===== config.mk =====
export PLATFORM = sky130hd
export DESIGN_NAME = mem_size_sequencer
export DESIGN_NICKNAME = d
export VERILOG_FILES = /design/src/rtl/mem_size_sequencer.sv
export SDC_FILE = /design/constraint.sdc
export NUM_CORES = 1
export LEC_CHECK = 0
export ABC_AREA = 1
export CAP_MARGIN = 40
export CORE_ASPECT_RATIO = 0.8
export CORE_MARGIN = 2
export CORE_UTILIZATION = 48
export CTS_CLUSTER_DIAMETER = 80
export DETAILED_ROUTE_END_ITERATION = 10
export PLACE_DENSITY = 0.8
export SYNTH_ARGS = -nofsm -noshare
export SYNTH_HDL_FRONTEND = slang
export SYNTH_SLANG_ARGS = --single-unit

===== constraint.sdc =====
create_clock -name clk -period 5.2 [get_ports clk]
set_input_delay 0.52 -clock clk [delete_from_list [all_inputs] [get_ports clk]]
set_output_delay 0.52 -clock clk [all_outputs]
set_load 0.05 [all_outputs]

===== src/rtl/mem_size_sequencer.sv =====
`default_nettype none
// ============================================================================
// Module      : mem_size_sequencer
// Description : Multicycle sequencer for sized memory accesses (word, half,
//               byte; load and store) on a 32-bit word-wide memory port.
//               Loads are lane-extracted and sign/zero extended into a
//               registered result. Sub-word stores are done as
//               read-modify-write.
//               Optional alignment checking is enabled by defining
//               MEM_SIZE_SEQ_ALIGN_CHK_EN. When it is enabled, a misaligned
//               access skips memory and completes with 'misaligned' set.
// Revision    : 1.0 - initial release
// ============================================================================
module mem_size_sequencer #(
    parameter int MEM_LAT = 1,   // read latency in cycles (>= 1)
    parameter int ADDR_W  = 32   // byte-address width
) (
    input  logic              clk,
    input  logic              reset,
    input  logic              start,
    input  logic              is_store,
    input  logic [1:0]        size,
    input  logic              is_signed,
    input  logic [ADDR_W-1:0] addr,
    input  logic [31:0]       wdata,
    input  logic [31:0]       mem_rdata,
    output logic [ADDR_W-1:0] mem_addr,
    output logic              mem_wr,
    output logic [31:0]       mem_wdata,
    output logic [31:0]       rdata,
    output logic              busy,
    output logic              done,
    output logic              misaligned
);

    // Read-cycle counter: counts 0 .. MEM_LAT-1 while in READ
    localparam int                 c_CNT_W    = (MEM_LAT > 1) ? $clog2(MEM_LAT) : 1;
    localparam logic [c_CNT_W-1:0] c_CNT_LAST = c_CNT_W'(MEM_LAT - 1);
    localparam logic [c_CNT_W-1:0] c_CNT_ONE  = c_CNT_W'(1);

    // Access size encodings (2'b11 is reserved and behaves as a word)
    localparam logic [1:0] c_SZ_WORD = 2'b00;
    localparam logic [1:0] c_SZ_HALF = 2'b01;
    localparam logic [1:0] c_SZ_BYTE = 2'b10;

    typedef enum logic [1:0] {
        S_IDLE  = 2'd0,
        S_READ  = 2'd1,
        S_WRITE = 2'd2,
        S_DONE  = 2'd3
    } state_t;

    state_t              r_state;
    state_t              w_next_state;

    // Request fields latched at accept; they stay stable for the whole access
    logic                r_is_store;
    logic [1:0]          r_size;
    logic                r_is_signed;
    logic [ADDR_W-1:0]   r_addr;
    logic [31:0]         r_wdata;

    logic [31:0]         r_word;      // memory word captured on the last READ cycle
    logic [c_CNT_W-1:0]  r_cnt;
    logic [31:0]         r_rdata;

    logic                w_accept;
    logic                w_in_sub_word;
    logic                w_align_err;
    logic                w_read_last;
    logic [15:0]         w_lane_half;
    logic [7:0]          w_lane_byte;
    logic [31:0]         w_load_ext;
    logic [31:0]         w_store_word;

    // A new request is only taken in IDLE, so a start while busy (and in
    // the DONE cycle) is dropped rather than queued.
    assign w_accept      = (r_state == S_IDLE) && start;
    assign w_in_sub_word = (size == c_SZ_HALF) || (size == c_SZ_BYTE);
    assign w_read_last   = (r_state == S_READ) && (r_cnt == c_CNT_LAST);

`ifdef MEM_SIZE_SEQ_ALIGN_CHK_EN
    // Halfwords need addr[0]=0; words (including reserved size) need addr[1:0]=0
    assign w_align_err = ((size == c_SZ_HALF) && addr[0]) ||
                         (((size == c_SZ_WORD) || (size == 2'b11)) && (addr[1:0] != 2'b00));
`else
    assign w_align_err = 1'b0;
`endif

    // State register
    always_ff @(posedge clk or posedge reset) begin
        if (reset) begin
            r_state <= S_IDLE;
        end else begin
            r_state <= w_next_state;
        end
    end

    // Next-state logic
    always_comb begin
        w_next_state = r_state;
        case (r_state)
            S_IDLE: begin
                if (start) begin
                    if (w_align_err) begin
                        w_next_state = S_DONE;
                    end else if (!is_store || w_in_sub_word) begin
                        // loads and read-modify-write stores fetch first
                        w_next_state = S_READ;
                    end else begin
                        w_next_state = S_WRITE;
                    end
                end
            end
            S_READ: begin
                if (w_read_last) begin
                    w_next_state = r_is_store ? S_WRITE : S_DONE;
                end
            end
            S_WRITE: w_next_state = S_DONE;
            S_DONE:  w_next_state = S_IDLE;
            default: w_next_state = S_IDLE;
        endcase
    end

    // State-decoded outputs; write data is forced to zero outside WRITE
    always_comb begin
        busy      = 1'b0;
        done      = 1'b0;
        mem_wr    = 1'b0;
        mem_wdata = 32'h0000_0000;
        case (r_state)
            S_IDLE: begin
                busy = 1'b0;
            end
            S_READ: begin
                busy = 1'b1;
            end
            S_WRITE: begin
                busy      = 1'b1;
                mem_wr    = 1'b1;
                mem_wdata = w_store_word;
            end
            S_DONE: begin
                busy = 1'b1;
                done = 1'b1;
            end
            default: begin
                busy = 1'b0;
            end
        endcase
    end

    // Little-endian lane selection from the incoming read word
    always_comb begin
        w_lane_half = r_addr[1] ? mem_rdata[31:16] : mem_rdata[15:0];
        case (r_addr[1:0])
            2'd0:    w_lane_byte = mem_rdata[7:0];
            2'd1:    w_lane_byte = mem_rdata[15:8];
            2'd2:    w_lane_byte = mem_rdata[23:16];
            default: w_lane_byte = mem_rdata[31:24];
        endcase
    end

    // Sign/zero extension of the selected lane; words pass through
    always_comb begin
        case (r_size)
            c_SZ_HALF: w_load_ext = {{16{r_is_signed & w_lane_half[15]}}, w_lane_half};
            c_SZ_BYTE: w_load_ext = {{24{r_is_signed & w_lane_byte[7]}}, w_lane_byte};
            default:   w_load_ext = mem_rdata;
        endcase
    end

    // Store word: full word, or the fetched word with one lane replaced
    always_comb begin
        w_store_word = r_word;
        case (r_size)
            c_SZ_HALF: begin
                if (r_addr[1]) begin
                    w_store_word[31:16] = r_wdata[15:0];
                end else begin
                    w_store_word[15:0]  = r_wdata[15:0];
                end
            end
            c_SZ_BYTE: begin
                case (r_addr[1:0])
                    2'd0:    w_store_word[7:0]   = r_wdata[7:0];
                    2'd1:    w_store_word[15:8]  = r_wdata[7:0];
                    2'd2:    w_store_word[23:16] = r_wdata[7:0];
                    default: w_store_word[31:24] = r_wdata[7:0];
                endcase
            end
            default: begin
                w_store_word = r_wdata;
            end
        endcase
    end

    // Request latch, read counter, captured word and registered load result
    always_ff @(posedge clk or posedge reset) begin
        if (reset) begin
            r_is_store  <= 1'b0;
            r_size      <= 2'b00;
            r_is_signed <= 1'b0;
            r_addr      <= '0;
            r_wdata     <= 32'h0000_0000;
            r_word      <= 32'h0000_0000;
            r_cnt       <= '0;
            r_rdata     <= 32'h0000_0000;
        end else begin
            if (w_accept) begin
                r_is_store  <= is_store;
                r_size      <= size;
                r_is_signed <= is_signed;
                r_addr      <= addr;
                r_wdata     <= wdata;
                r_cnt       <= '0;
            end else if (r_state == S_READ) begin
                if (w_read_last) begin
                    r_word <= mem_rdata;
                end else begin
                    r_cnt <= r_cnt + c_CNT_ONE;
                end
            end
            // rdata only changes on the transition into DONE of a load
            if (w_read_last && !r_is_store) begin
                r_rdata <= w_load_ext;
            end
        end
    end

    assign mem_addr = {r_addr[ADDR_W-1:2], 2'b00};
    assign rdata    = r_rdata;

`ifdef MEM_SIZE_SEQ_ALIGN_CHK_EN
    logic r_misal;

    // Remember whether the accepted request failed the alignment check
    always_ff @(posedge clk or posedge reset) begin
        if (reset) begin
            r_misal <= 1'b0;
        end else if (w_accept) begin
            r_misal <= w_align_err;
        end
    end

    assign misaligned = (r_state == S_DONE) && r_misal;
`else
    assign misaligned = 1'b0;
`endif

endmodule
`default_nettype wire


## Word-level counts from Yosys, hierarchy flattened

Index checks and enable logic that the tools add are counted.
Widths: inputs -> output; s select.

| storage, ports and cells | value |
|---|---|
| bits in registers | 135 |
| input port bits | 103 |
| output and inout port bits | 100 |
| logic and storage cells | 63 |

| operators by class | value |
|---|---|
| add/sub/neg operators | 1 |
| eq/ne operators | 12 |
| multiplexer cells | 22 |
| bitwise operators | 4 |
| reductions and logical operators | 15 |

Operators by type and width:

| operator | count |
|---|---|
| $pmux 32 s2 | 2 |
| $mux 16 | 3 |
| $mux 32 | 1 |
| $mux 8 | 4 |
| $pmux 8 s3 | 1 |
| $eq 2x2->1 const B | 5 |
| $eq 2x1->1 const B | 4 |
| $pmux 2 s4 | 1 |
| $mux 1 | 6 |
| $mux 2 | 3 |
| $ne 2x2->1 const B | 3 |
| $reduce_or 3->1 | 2 |
| $logic_not 2->1 | 2 |
| $reduce_and 2->1 | 2 |
| $logic_and 1x1->1 | 3 |
| $reduce_and 3->1 | 1 |
| $and 1x1->1 | 2 |
| $logic_not 1->1 | 2 |
| $logic_or 1x1->1 | 2 |
| $not 1->1 | 2 |
| $pmux 1 s2 | 1 |
| $reduce_bool 2->1 | 1 |
| $add 1x1->1 const B | 1 |

## Longest topological paths before layout

| depth | value |
|---|---|
| depth after elaboration | 6 |
| mapped depth | 10 |
| mapped depth without buffers | 9 |

## Least setup slack after synthesis

No wires, ideal clock.

| path | value |
|---|---|
| path kind | flip-flop to output port |
| start point | register r_state[0] |
| end point | output port mem_wdata[10] |
| arrival time | 2.303 ns |
| required time | 4.680 ns |
| slack | 2.377 ns |
| cell stages (with the launch flop) | 6 |
| buffers on the path | 1 |
| path through | dfrtp_1 -> inv_1 -> ha_1 -> inv_1 -> clkbuf_1 -> a21oi_1 |

| on the way | value |
|---|---|
| longest elaborated chain between the ends | 2 |

RTL lines:

| what | line | RTL |
|---|---|---|
| start: declaration | 53 | `state_t r_state;` |
| start signal: assignment | 95 | `r_state <= w_next_state;` |
| $eq 2x2->1 | 132 | `case (r_state)` |
| $mux 32 | 132 |  |
| end: declaration | 29 | `output logic [31:0] mem_wdata,` |

Every way passes these cells.

## Worst setup path after layout

| path | value |
|---|---|
| start point | register r_size[0] |
| end point | output port mem_wdata[29] |

| on the way | value |
|---|---|
| longest elaborated chain between the ends | 3 |
| elaborated cells between the ends (all ways) | 4 |
| classes of those cells | eq/ne (2); mux (2) |

RTL lines:

| what | line | RTL |
|---|---|---|
| start: declaration | 58 | `logic [1:0] r_size;` |
| start signal: assignment | 213 | `r_size <= size;` |
| $eq 2x2->1 / $eq 2x1->1 (equally long branches) | 177 | `case (r_size)` |
| $pmux 32 s2 * | 177 |  |
| $mux 32 * | 132 |  |

Mark *: on every way between the ends. The rest lies on a longest branch, timed or not.

==> metrics <==
Initial Util=49.4%; Final Wtd Congestion=between 0.9 and 1; register area share after synthesis=47.5%; setup slack, reg-to-reg=~2700 ps; core area=14400 sq um; Clock Latency Late Sink=420 ps; # rows=39; final setup fails=0; DPL Wire Length=15400 um; Post-route DRC=11; n_diodes=0; grt total ovfl=0; Antenna Nets Post-Route=0; Worst path max stage delay=840 ps; CTS buffer count=17; die width=140 um; largest net degree at the start of global routing=65; Setup TNS=0 ps; DR WL/cell=16.4 um; Post-synth EDFFs=0; All-Layer GR Usage=between 20% and 30%; Routed Wire Length=21300 um; kind of critical path=register to output port; crit share post-route=approximately 78%; Cells after Synth=946; headroom to the max-slew limit=47.6%; Yosys cell types=28; Avg Inst Size Synth=7.51 sq um; layout cell share with drive strength beyond 1=8.29%; crit path cell chain=inv_1, ha_1, buf_4, inv_1, buf_4, o21ai_0, a41oi_1, clkdlybuf4s50_1; Hold Buf Count CTS=0; CP startpoint kind=register; Final WS setup=approximately 1100 ps; Layout area overhead=35.0%; Max-cap violations=0; CTS max path bufs=2; fin area=9600 sq um; commonest non-fill, non-tap cells in the layout=nand2_1, clkdlybuf4s50_1, dfrtp_1, a21oi_1, inv_1; worst r2r src=r_size[0]; Setup crit end kind=output port; delay-heaviest family, CP=buffers and inverters; Place WS=approximately 1600 ps; Leakage Power=between 4 and 5 nW; Resize count post-CTS=0; Die Y=113 um; most common cell after layout, fill and taps aside=nand2_1; CP max FO=41; Die ar.=15800 sq um; First DRT Iteration DRCs=654; clock slew seen by the registers of the worst setup and hold paths=60 ps; Top FF cell, synth=dfrtp_1; Via density=~5.2; run status=finished with violations; Crit path arrival time=3550 ps; FF+latch count, synth=135; via count=between 6k and 7k; P per Cell Area=766 nW/um^2; Critical Path Stages=8; Top Ports=slightly above 200; Area after DPL=about 9000 sq um; post-synthesis cell area=7110 sq um; worst r2r path cells=11; Max Fclk=0.246 GHz; Max VDD drop=0.565 mV; Sink Count=between 100 and 150; Worst-Margin Slew=786 ps; Post-CTS Setup Bufs=0; final hold slack=roughly 350 ps; Port Buffers=199; Final min period=roughly 4000 ps; Max Slew Vio Count=0; min-delay worst type=input port to async pin; Synthesis Warnings=0; H-tree levels=4; root buffer cell=clkbuf_16; final-report hold violation count=0; RSZ-0062 raised after global routing=false; TritonCTS clock tree=yes; Final Skew=6.71 ps; ys async rst share=100%; R2R Path End=rdata[5]; slowest stage cell, crit path=clkdlybuf4s50_1; failing checks=design-rule violations; final net count=approximately 1.2k; final core utilization=around 67%; worst path bufs/invs=5; wire length of the first global-routing pass=33600 um; initial antenna violation count=0; vias in the first global route=6374; CP required=4680 ps; Pre-antenna DRT Iters=9
registers in the layout, summed over array words and instances (netlist names):
| name | cells |
|---|---|
| rdata | 32 |
| r_wdata | 32 |
| r_word | 32 |
| r_is_store | 1 |
| r_state | 2 |
| r_size | 2 |
| r_cnt | 1 |
| r_is_signed | 1 |
| r_addr | 32 |
cell type report:
type	instances	area, sq um
fillers	1185	4800
flip-flops and latches	135	3380
multi-input cells	651	2970
repair buffers	209	2090
clock buffers	20	467
inverters	83	317
well taps	184	230
clock inverters	12	149
power by group:
part	switching (W)	leakage, nW	internal, W
clock	0.000454	0.306	0.000790
sequential	0.000376	1.64	0.00156
combinational	0.00285	2.71	0.00132
total	0.00368	4.66	0.00367
Yosys cell counts (3+ instances only):
cell | count | area, sq um
nand2_1 | 362 | 1360
dfrtp_1 | 135 | 3380
a21oi_1 | 86 | 430
inv_1 | 80 | 300
o21ai_0 | 72 | 360
buf_4 | 36 | 270
nor2_1 | 34 | 128
nand3_1 | 31 | 155
clkbuf_1 | 29 | 109
or2_2 | 16 | 100
a21oi_2 | 13 | 114
buf_2 | 12 | 60.1
a41oi_1 | 8 | 70.1
ha_1 | 7 | 87.6
nand2_2 | 5 | 31.3
nor2_2 | 3 | 18.8
kinds of logic (layout without fill, tap and decap cells):
kind of cell	after synthesis	count (layout)	share of synthesized area (%)
adder cells (fa/ha/maj)	7	7	1.23
AO/OA/AOI/OAI	184	184	14.3
flip-flops	135	135	47.5
other	1	3	0.0528
buffers and inverters	162	324	10.9
AND/OR/NAND/NOR	457	457	26.0
metal layers:
metal  up-vias  GRT usage [%]  part of all wire, %
met2       358           40.1                   43
met5         -              0                    0
met3        24           8.08                   11
met4         0           8.15                  1.5
met1      3141           39.5                   44
li1       3248              -                    -
worst max-delay path by stage:
stage               endpoint      start
2_1_floorplan      r_addr[0]      reset
3_3_place_gp   mem_wdata[31]  r_size[0]
3_5_place_dp   mem_wdata[29]  r_size[0]
4_1_cts        mem_wdata[29]  r_size[0]
5_1_grt        mem_wdata[29]  r_size[0]
6_report       mem_wdata[29]  r_size[0]
metrics by stage:
step                      power, W  std cells
after floorplan            0.00497        948
after global placement     0.00602       1261
after detailed placement   0.00608       1262
after CTS                  0.00735       1294
after global routing       0.00783       1294
final                      0.00735       1294
Note: power is estimated with default switching activity, not from simulation.
